## src/rtl/interrupt_sequencer_if.sv

```systemverilog
// Data-memory port owned by the interrupt sequencer while it is busy.
//   master : sequencer side (drives request, address, write data)
//   slave  : memory side (drives ack and read data)
// Signals:
//   o_mem_req    request valid, held until acknowledged
//   o_mem_we     1 = write, 0 = read
//   o_mem_addr   word address
//   o_mem_wdata  write data
//   i_mem_ack    memory completed the current request
//   i_mem_rdata  read data, valid with i_mem_ack on reads
interface interrupt_sequencer_if #(
    parameter int ADDR_W = 11
);
    logic              o_mem_req;
    logic              o_mem_we;
    logic [ADDR_W-1:0] o_mem_addr;
    logic [15:0]       o_mem_wdata;
    logic              i_mem_ack;
    logic [15:0]       i_mem_rdata;

    modport master (
        output o_mem_req, o_mem_we, o_mem_addr, o_mem_wdata,
        input  i_mem_ack, i_mem_rdata
    );

    modport slave (
        input  o_mem_req, o_mem_we, o_mem_addr, o_mem_wdata,
        output i_mem_ack, i_mem_rdata
    );
endinterface

```

## src/rtl/interrupt_sequencer.sv

```systemverilog
// Interrupt entry / return-from-interrupt sequencer for the pipelined CPU.
// Entry: drain execute-memory, push PC hi/lo and flags, read the handler
// vector, redirect the PC. RTI: drain, pop flags, PC lo, PC hi, reload.
// Ports:
//   i_clk, i_reset      clock, asynchronous active-low reset
//   mem                 data-memory port (master side)
//   i_interrupt         interrupt request level (rising edge sets pending)
//   i_rti               RTI reached execute-memory (pulse)
//   i_exm_busy          execute-memory has an op in flight
//   i_ret_pc, i_flags   return PC and {C,N,Z} captured when the drain ends
//   i_sp                stack pointer (next free word, grows down)
//   o_busy, o_stall     sequencer active / hold front-end buffers
//   o_flush             clear front-end buffers
//   o_sp_wr, o_sp_next  stack pointer update (pulse)
//   o_pc_load, o_pc_value        PC redirect (pulse) and target
//   o_flags_load, o_flags_value  flags restore (pulse) and value
//   o_int_ack           handler PC loaded (pulse)
module interrupt_sequencer #(
    parameter int ADDR_W      = 11,
    parameter int VECTOR_ADDR = 2
) (
    input  logic                        i_clk,
    input  logic                        i_reset,
    interrupt_sequencer_if.master       mem,
    input  logic                        i_interrupt,
    input  logic                        i_rti,
    input  logic                        i_exm_busy,
    input  logic [31:0]                 i_ret_pc,
    input  logic [2:0]                  i_flags,
    input  logic [ADDR_W-1:0]           i_sp,
    output logic                        o_busy,
    output logic                        o_stall,
    output logic                        o_flush,
    output logic                        o_sp_wr,
    output logic [ADDR_W-1:0]           o_sp_next,
    output logic                        o_pc_load,
    output logic [31:0]                 o_pc_value,
    output logic                        o_flags_load,
    output logic [2:0]                  o_flags_value,
    output logic                        o_int_ack
);
    typedef enum logic [3:0] {
        IDLE, DRAIN, PUSH_HI, PUSH_LO, PUSH_FLAGS, VEC_LO, VEC_HI, LOAD,
        POP_FLAGS, POP_LO, POP_HI, RLOAD
    } state_t;

    state_t      state;
    logic        int_q;
    logic        pending;
    logic        rti_req;
    logic        serve_rti;     // request chosen when leaving IDLE
    logic [31:0] cap_pc;
    logic [2:0]  cap_flags;
    logic [15:0] pc_lo_buf;     // low half of vector / popped PC
    logic [2:0]  flag_buf;      // popped flags until RLOAD

    logic int_edge;
    logic drain_exit;
    logic ack;

    assign int_edge   = i_interrupt & ~int_q;
    assign drain_exit = (state == DRAIN) && !i_exm_busy;
    assign ack        = mem.i_mem_ack;

    always_ff @(posedge i_clk or negedge i_reset) begin
        if (!i_reset) begin
            state         <= IDLE;
            int_q         <= 1'b0;
            pending       <= 1'b0;
            rti_req       <= 1'b0;
            serve_rti     <= 1'b0;
            cap_pc        <= '0;
            cap_flags     <= '0;
            pc_lo_buf     <= '0;
            flag_buf      <= '0;
            o_pc_value    <= '0;
            o_flags_value <= '0;
        end else begin
            int_q <= i_interrupt;
            case (state)
                IDLE: begin
                    // i_rti is looked at directly so RTI needs no capture cycle
                    if (rti_req || i_rti || pending) begin
                        state     <= DRAIN;
                        serve_rti <= rti_req | i_rti;
                    end
                end
                DRAIN: begin
                    if (!i_exm_busy) begin
                        cap_pc    <= i_ret_pc;
                        cap_flags <= i_flags;
                        state     <= serve_rti ? POP_FLAGS : PUSH_HI;
                    end
                end
                PUSH_HI:    if (ack) state <= PUSH_LO;
                PUSH_LO:    if (ack) state <= PUSH_FLAGS;
                PUSH_FLAGS: if (ack) state <= VEC_LO;
                VEC_LO: begin
                    if (ack) begin
                        pc_lo_buf <= mem.i_mem_rdata;
                        state     <= VEC_HI;
                    end
                end
                VEC_HI: begin
                    if (ack) begin
                        o_pc_value <= {mem.i_mem_rdata, pc_lo_buf};
                        state      <= LOAD;
                    end
                end
                LOAD: state <= IDLE;
                POP_FLAGS: begin
                    if (ack) begin
                        flag_buf <= mem.i_mem_rdata[2:0];
                        state    <= POP_LO;
                    end
                end
                POP_LO: begin
                    if (ack) begin
                        pc_lo_buf <= mem.i_mem_rdata;
                        state     <= POP_HI;
                    end
                end
                POP_HI: begin
                    if (ack) begin
                        o_pc_value    <= {mem.i_mem_rdata, pc_lo_buf};
                        o_flags_value <= flag_buf;
                        state         <= RLOAD;
                    end
                end
                RLOAD:   state <= IDLE;
                default: state <= IDLE;
            endcase

            // Clear the served request, but a new request in the same cycle wins.
            if (drain_exit && !serve_rti) pending <= 1'b0;
            if (int_edge)                 pending <= 1'b1;
            if (drain_exit && serve_rti)  rti_req <= 1'b0;
            if (i_rti)                    rti_req <= 1'b1;
        end
    end

    logic is_push;
    logic is_pop;

    always_comb begin
        mem.o_mem_req   = 1'b0;
        mem.o_mem_we    = 1'b0;
        mem.o_mem_addr  = '0;
        mem.o_mem_wdata = '0;
        is_push         = 1'b0;
        is_pop          = 1'b0;
        case (state)
            PUSH_HI:    begin is_push = 1'b1; mem.o_mem_wdata = cap_pc[31:16]; end
            PUSH_LO:    begin is_push = 1'b1; mem.o_mem_wdata = cap_pc[15:0]; end
            PUSH_FLAGS: begin is_push = 1'b1; mem.o_mem_wdata = {13'b0, cap_flags}; end
            VEC_LO: begin
                mem.o_mem_req  = 1'b1;
                mem.o_mem_addr = ADDR_W'(VECTOR_ADDR);
            end
            VEC_HI: begin
                mem.o_mem_req  = 1'b1;
                mem.o_mem_addr = ADDR_W'(VECTOR_ADDR + 1);
            end
            POP_FLAGS, POP_LO, POP_HI: is_pop = 1'b1;
            default: ;
        endcase
        if (is_push) begin
            mem.o_mem_req  = 1'b1;
            mem.o_mem_we   = 1'b1;
            mem.o_mem_addr = i_sp;
        end
        if (is_pop) begin
            mem.o_mem_req  = 1'b1;
            mem.o_mem_addr = i_sp + ADDR_W'(1);
        end
    end

    always_comb begin
        o_busy       = (state != IDLE);
        o_stall      = (state != IDLE);
        o_flush      = (state == DRAIN) || (state == LOAD) || (state == RLOAD);
        o_pc_load    = (state == LOAD) || (state == RLOAD);
        o_int_ack    = (state == LOAD);
        o_flags_load = (state == RLOAD);
        o_sp_wr      = (is_push || is_pop) && ack;
        o_sp_next    = '0;
        if (is_push && ack) o_sp_next = i_sp - ADDR_W'(1);
        if (is_pop && ack)  o_sp_next = i_sp + ADDR_W'(1);
    end
endmodule

```

## src/flat_wrapper.sv

```systemverilog
// flat-port wrapper written by rule: the top's interface ports become plain ports
module interrupt_sequencer_flat 
#(
    parameter int ADDR_W      = 11,
    parameter int VECTOR_ADDR = 2
)
  (i_clk, i_reset, i_interrupt, i_rti, i_exm_busy, i_ret_pc, i_flags, i_sp, o_busy, o_stall, o_flush, o_sp_wr, o_sp_next, o_pc_load, o_pc_value, o_flags_load, o_flags_value, o_int_ack, mem_o_mem_req, mem_o_mem_we, mem_o_mem_addr, mem_o_mem_wdata, mem_i_mem_ack, mem_i_mem_rdata);
  interrupt_sequencer_if #(.ADDR_W(ADDR_W)) mem_i ();
  input  logic i_clk;
  input  logic i_reset;
  input  logic i_interrupt;
  input  logic i_rti;
  input  logic i_exm_busy;
  input  logic [31:0] i_ret_pc;
  input  logic [2:0] i_flags;
  input  logic [ADDR_W-1:0] i_sp;
  output logic o_busy;
  output logic o_stall;
  output logic o_flush;
  output logic o_sp_wr;
  output logic [ADDR_W-1:0] o_sp_next;
  output logic o_pc_load;
  output logic [31:0] o_pc_value;
  output logic o_flags_load;
  output logic [2:0] o_flags_value;
  output logic o_int_ack;
  output wire logic [$bits(mem_i.o_mem_req)-1:0] mem_o_mem_req;
  output wire logic [$bits(mem_i.o_mem_we)-1:0] mem_o_mem_we;
  output wire logic [$bits(mem_i.o_mem_addr)-1:0] mem_o_mem_addr;
  output wire logic [$bits(mem_i.o_mem_wdata)-1:0] mem_o_mem_wdata;
  input wire logic [$bits(mem_i.i_mem_ack)-1:0] mem_i_mem_ack;
  input wire logic [$bits(mem_i.i_mem_rdata)-1:0] mem_i_mem_rdata;
  assign mem_o_mem_req = mem_i.o_mem_req;
  assign mem_o_mem_we = mem_i.o_mem_we;
  assign mem_o_mem_addr = mem_i.o_mem_addr;
  assign mem_o_mem_wdata = mem_i.o_mem_wdata;
  assign mem_i.i_mem_ack = mem_i_mem_ack;
  assign mem_i.i_mem_rdata = mem_i_mem_rdata;
  interrupt_sequencer #(.ADDR_W(ADDR_W), .VECTOR_ADDR(VECTOR_ADDR)) u_core (.i_clk(i_clk), .i_reset(i_reset), .mem(mem_i), .i_interrupt(i_interrupt), .i_rti(i_rti), .i_exm_busy(i_exm_busy), .i_ret_pc(i_ret_pc), .i_flags(i_flags), .i_sp(i_sp), .o_busy(o_busy), .o_stall(o_stall), .o_flush(o_flush), .o_sp_wr(o_sp_wr), .o_sp_next(o_sp_next), .o_pc_load(o_pc_load), .o_pc_value(o_pc_value), .o_flags_load(o_flags_load), .o_flags_value(o_flags_value), .o_int_ack(o_int_ack));
endmodule
```

## config.mk

```make
export PLATFORM = sky130hd
export DESIGN_NAME = interrupt_sequencer_flat
export DESIGN_NICKNAME = d
export VERILOG_FILES = /design/src/rtl/interrupt_sequencer_if.sv /design/src/rtl/interrupt_sequencer.sv /design/src/flat_wrapper.sv
export SDC_FILE = /design/constraint.sdc
export NUM_CORES = 1
export LEC_CHECK = 0
export ABC_AREA = 1
export CAP_MARGIN = 20
export CELL_PAD_IN_SITES_DETAIL_PLACEMENT = 0
export CELL_PAD_IN_SITES_GLOBAL_PLACEMENT = 1
export CORE_UTILIZATION = 36
export CTS_CLUSTER_DIAMETER = 200
export DETAILED_ROUTE_END_ITERATION = 10
export PLACE_DENSITY = 0.91
export SETUP_SLACK_MARGIN = 0.02
export SLEW_MARGIN = 25
export SYNTH_ARGS = -nofsm -noshare
export SYNTH_HDL_FRONTEND = slang
export SYNTH_SLANG_ARGS = --single-unit
```

## constraint.sdc

```tcl
create_clock -name i_clk -period 2.6 [get_ports i_clk]
set_input_delay 0.39 -clock i_clk [delete_from_list [all_inputs] [get_ports i_clk]]
set_output_delay 0.39 -clock i_clk [all_outputs]
set_load 0.005 [all_outputs]
```

== Yosys cells after proc, flatten, opt, wreduce, memory -nomap -nowiden ==
Cells that the tools add are included.
W data, S select, Z words.

* Output and inout bits: 82
* Input port bits: 68
* Bits in registers: 97

* Reduce and logical (&&, ||, !) cells: 30
* Bitwise logic cells: 4
* Add/subtract/negate cells: 2
* Muxes and demuxes: 28
* Eq/ne operators: 21

{| class="wikitable"
|+ Operators with widths
! kind !! count
|-
| $pmux W16 S3 || 1
|-
| $mux W11 || 4
|-
| $mux W4 || 11
|-
| $pmux W4 S10 || 1
|-
| $ne A2 B2 Y1 const B || 9
|-
| $eq A4 B3 Y1 const B || 4
|-
| $eq A4 B4 Y1 const B || 4
|-
| $reduce_and A2 Y1 || 6
|-
| $add A11 B1 Y11 const B || 1
|-
| $sub A11 B1 Y11 const B || 1
|-
| $mux W1 || 10
|-
| $reduce_and A10 Y1 || 1
|-
| $eq A4 B2 Y1 const B || 2
|-
| $logic_and A1 B1 Y1 || 6
|-
| $logic_or A1 B1 Y1 || 6
|-
| $reduce_or A2 Y1 || 3
|-
| $reduce_or A3 Y1 || 2
|-
| $eq A4 B1 Y1 const B || 1
|-
| $logic_not A4 Y1 || 1
|-
| $pmux W2 S2 || 1
|-
| $reduce_bool A2 Y1 || 2
|-
| $reduce_bool A4 Y1 || 1
|-
| $logic_not A1 Y1 || 2
|-
| $ne A2 B1 Y1 const B || 1
|-
| 3 further kinds || 4
|}

== Depth between registers and ports, before layout ==
* Depth in word-level cells: 6
* Gate-level depth with buffers: 9
* Mapped depth without buffers: 8

== Worst setup path before layout ==
Ideal clock, no wire load.

* Path kind: flip-flop to output port
* From: register u_core.state[3]
* To: output o_sp_next[2]
* Required time: 2.210 ns
* Data arrival time: 1.376 ns
* Stages on the path, launching flop included: 9
* Buffers on the path: 1
* Slack: 0.834 ns
* Cells stage by stage: dfrtp_1 nor2_1 buf_2 nand2_1 nand2_2 nand2_1 inv_2 o21ai_0 o21ai_0

* Word-level cells in the longest chain between the ends: 6
* Elaborated cells on any way between the ends: 14

{| class="wikitable"
|+ RTL lines
! item !! RTL line !! source
|-
| start: declaration || interrupt_sequencer.sv:47 || <nowiki>state_t state;</nowiki>
|-
| start signal: assignment || interrupt_sequencer.sv:92 || <nowiki>state <= serve_rti ? POP_FLAGS : PUSH_HI;</nowiki>
|-
| $eq A4 B2 Y1 / $eq A4 B3 Y1 (equally long branches) || interrupt_sequencer.sv:152 || <nowiki>case (state)</nowiki>
|-
| $reduce_or A3 Y1 (no line) || - ||
|-
| $mux W1 || interrupt_sequencer.sv:152 ||
|-
| $logic_and A1 B1 Y1 || interrupt_sequencer.sv:187 || <nowiki>if (is_push && ack) o_sp_next = i_sp - ADDR_W'(1);</nowiki>
|-
| $mux W11 || interrupt_sequencer.sv:187 ||
|-
| $mux W11 * || interrupt_sequencer.sv:188 || <nowiki>if (is_pop && ack) o_sp_next = i_sp + ADDR_W'(1);</nowiki>
|-
| end: declaration || flat_wrapper.sv:21 || <nowiki>output logic [ADDR_W-1:0] o_sp_next;</nowiki>
|}

Mark *: on every way between the ends. The rest lies on a longest branch, timed or not.

== Worst setup path after layout ==
* From: register u_core.state[2]
* To: output mem_o_mem_addr[3]

* Word-level cells in the longest chain between the ends: 5
* Elaborated cells on any way between the ends: 12

{| class="wikitable"
|+ RTL lines
! item !! RTL line !! source
|-
| $eq A4 B2 Y1 / $eq A4 B3 Y1 (equally long branches) || interrupt_sequencer.sv:152 ||
|-
| $reduce_or A3 Y1 (no line) || - ||
|-
| $mux W1 || interrupt_sequencer.sv:152 ||
|-
| $mux W11 || interrupt_sequencer.sv:167 || <nowiki>if (is_push) begin</nowiki>
|-
| $mux W11 * || interrupt_sequencer.sv:172 || <nowiki>if (is_pop) begin</nowiki>
|-
| end: declaration || flat_wrapper.sv:29 || <nowiki>output wire logic [$bits(mem_i.o_mem_addr)-1:0] mem_o_mem_addr;</nowiki>
|}

Marked as above.

==> results.sh <==
export IMPL_path_class="flop to output pin"
export IMPL_cpLargestDelayFamily="buffers and inverters"
export IMPL_r2r_setup_slack_ns=0.58
export IMPL_initial_core_util_pct=36.8
export IMPL_ant_nets=0
export IMPL_pin_count=150
export IMPL_syn_cell_area_sq_um=4870
export IMPL_fmax_ghz=0.394
export IMPL_post_route_period_util_pct=97.6
export IMPL_wl_um=14100
export IMPL_finalNonFillerCells=1017
export IMPL_setup_viol=0
export IMPL_cts_tree="yes"
export IMPL_layout_common_cells="nand2_1 (235), clkdlybuf4s50_1 (134), nand3_1 (121)"
export IMPL_area_growth_pct=49.5
export IMPL_utilization_pct=55.0
export IMPL_grt_start_max_net_pins=49
export IMPL_die_x_um=118
export IMPL_io_buffers=149
export IMPL_numClockSinks=97
export IMPL_slew_viol_final=0
export IMPL_finClkSkew_ns=0.00783
export IMPL_htree_levels=3
export IMPL_grt_pass1_vias=4808
export IMPL_grt_pass1_wl_um=22600
export IMPL_leakage_nw=3.70
export IMPL_syn_num_nets=728
export IMPL_cp_arrival_ns=2.15
export IMPL_drt_first_pass_iters=5
export IMPL_path_clk_slew_ns=0.07
export IMPL_power_density_nw_per_um2=973
export IMPL_hold_viol=0
export IMPL_timing_rr_start="u_core.state[0]$_DFFE_PN0P_"
export IMPL_cap_violations=0
export IMPL_synth_seq_cells=97
export IMPL_ctsRootBufferMaster="clkbuf_16"
export IMPL_reg2regPathDepth=8
export IMPL_synth_warnings=0
export IMPL_synth_cells=658
export IMPL_worstPathRequired_ns=2.21
export IMPL_ys_types=26
export IMPL_numCtsBuffers=9
export IMPL_synth_area_per_cell_sq_um=7.41
export IMPL_layout_drive_gt1_share_pct=13.3
export IMPL_vias=5001
export IMPL_dp_hpwl_um=9960
export IMPL_end_kind="output pin"
export IMPL_start_kind="flop"
export IMPL_min_period_ns=2.54
export IMPL_fillerInstances=1265
export IMPL_path_max_fanout=7
export IMPL_slew_headroom_pct=59.1
export IMPL_antenna_diode_count=0
export IMPL_grt_antenna_before_repair=0
export IMPL_cp_depth=8
export IMPL_peakVddDrop_v=0.000391
export IMPL_holdCritPathClass="input port to asynchronous set/reset pin"
export IMPL_tightest_slew_ns=0.613
export IMPL_crit_chain="inv_2, nor2_4, nand2_2, nand2_2, buf_6, clkinvlp_4, o21ai_2, clkdlybuf4s50_1"
export IMPL_drt_initial_drc_count=275
export IMPL_wl_per_cell_um=13.9
export IMPL_crit_top_cell="nand2_2"
export IMPL_via_per_inst=4.92
export IMPL_ctsLongestPathBuffers=2
export IMPL_track_usage_pct=20.0
export IMPL_critPathBufInv=4
export IMPL_rows=42
export IMPL_status="complete, no violations"
export IMPL_critical_path_reg2reg_endpoint="u_core.o_pc_value[20]$_DFFE_PN0P_"
export IMPL_gp_congestion=0.859
export IMPL_nets=906
export IMPL_crit_slowest_cell="clkdlybuf4s50_1"
export IMPL_final_common_cell="nand2_1"
export IMPL_worst_path_largest_cell_delay_ns=0.51
export IMPL_die_area_sq_um=14000
export IMPL_gr_total_overflow=0
export IMPL_rsz0062_at_grt="true"
export IMPL_yosysSeqAreaShare_pct=49.8
export IMPL_dp_cells=985
export IMPL_coreArea_sq_um=13200
export IMPL_fp_dieH_um=118
export IMPL_drc=0
export IMPL_clk_insertion_delay_late_ns=0.35
kinds of logic after synthesis:
group / share of synthesized area [%]
buffers and inverters: 7.21
flip-flops: 49.8
adder cells (fa/ha/maj): 0.513
AND/OR/NAND/NOR: 35.4
XOR/XNOR: 0.359
AO/OA/AOI/OAI: 6.67
sequential cells by signal, indices dropped and copies added, names as in the netlist:
name	flops
u_core.flag_buf	3
u_core.pending	1
u_core.pc_lo_buf	16
u_core.rti_req	1
u_core.serve_rti	1
u_core.o_pc_value	32
u_core.cap_pc	32
u_core.int_q	1
u_core.o_flags_value	3
u_core.state	4
u_core.cap_flags	3
timing repair:
item | in CTS | in global routing
endpoints found under the setup margin | 20 | 25
gates cloned | 0 | 1
endpoints found under the hold margin | 0 | 0
hold buffers | 0 | 0
buffers inserted | 9 | 6
pin swaps | 4 | 8
gates resized for setup | 27 | 36
cell usage after synthesis:
master / n / area, sq um
buf_2: 11 / 55.1
inv_1: 49 / 184
nor2_2: 3 / 18.8
o22ai_1: 1 / 6.26
dfrtp_1: 97 / 2430
nand2_1: 239 / 897
buf_4: 1 / 7.51
a21oi_1: 3 / 15.0
nand3_1: 124 / 621
ha_1: 2 / 25.0
inv_2: 5 / 18.8
nor3_1: 1 / 5.00
o211ai_1: 1 / 7.51
nand2_2: 3 / 18.8
clkbuf_1: 17 / 63.8
nor2_4: 1 / 11.3
a21oi_4: 1 / 16.3
nor4_1: 1 / 6.26
buf_1: 3 / 11.3
nand4_1: 5 / 31.3
xor2_1: 2 / 17.5
o21ai_0: 35 / 175
o21ai_1: 21 / 105
nor2_1: 30 / 113
or2_2: 1 / 6.26
buf_6: 1 / 11.3
where the power goes:
part | internal (mW) | total [mW] | switching, mW | leakage, nW
logic | 1.62 | 3.25 | 1.63 | 2.33
clock network | 0.697 | 1.32 | 0.620 | 0.140
registers | 2.15 | 2.52 | 0.374 | 1.23
cell type report:
class	count	area [sq um]	share of cell area, %
clock buffers	10	239	3.28
clock inverters	6	60.1	0.824
inverters	54	209	2.87
multi-input cells	474	2210	30.3
flip-flops and latches	97	2430	33.3
well taps	176	220	3.02
repair buffers	200	1920	26.4
how the worst max path moves through the flow:
stage / startpoint / to / slack (ns)
2_1_floorplan: u_core.state[3]$_DFFE_PN0P_ / o_sp_next[2] / 0.83
3_3_place_gp: i_sp[0] / mem_o_mem_addr[6] / -0.07
3_5_place_dp: i_sp[0] / mem_o_mem_addr[6] / -0.09
4_1_cts: u_core.state[2]$_DFFE_PN0P_ / o_sp_next[2] / -0.04
5_1_grt: u_core.state[2]$_DFFE_PN0P_ / mem_o_mem_addr[3] / 0.002
6_report: u_core.state[2]$_DFFE_PN0P_ / mem_o_mem_addr[3] / 0.06
stage by stage:
stage	cell area, sq um	setup WS [ns]	power, mW	setup TNS, ns	hold WS [ns]
finish	7290	0.0624	7.09	0	0.0324
global route	7290	0.00176	7.59	0	0.0761
CTS	7140	-0.0375	7.04	-0.0676	0.0586
detailed placement	6720	-0.0872	5.59	-0.347	0.419
global placement	6720	-0.0732	5.50	-0.127	0.400
floorplan	4870	0.834	3.96	0	0.0944
routing by layer:
| metal | up-vias | global-route usage [%] | share of wire [%] |
|---|---|---|---|
| met4 | 0 | 5.85 | 1.4 |
| li1 | 2475 | - | - |
| met3 | 13 | 4.30 | 4.9 |
| met5 | - | 0 | 0 |
| met1 | 2363 | 25.2 | 45 |
| met2 | 150 | 34.3 | 49 |
No activity file was read; power rests on OpenSTA's default activity.
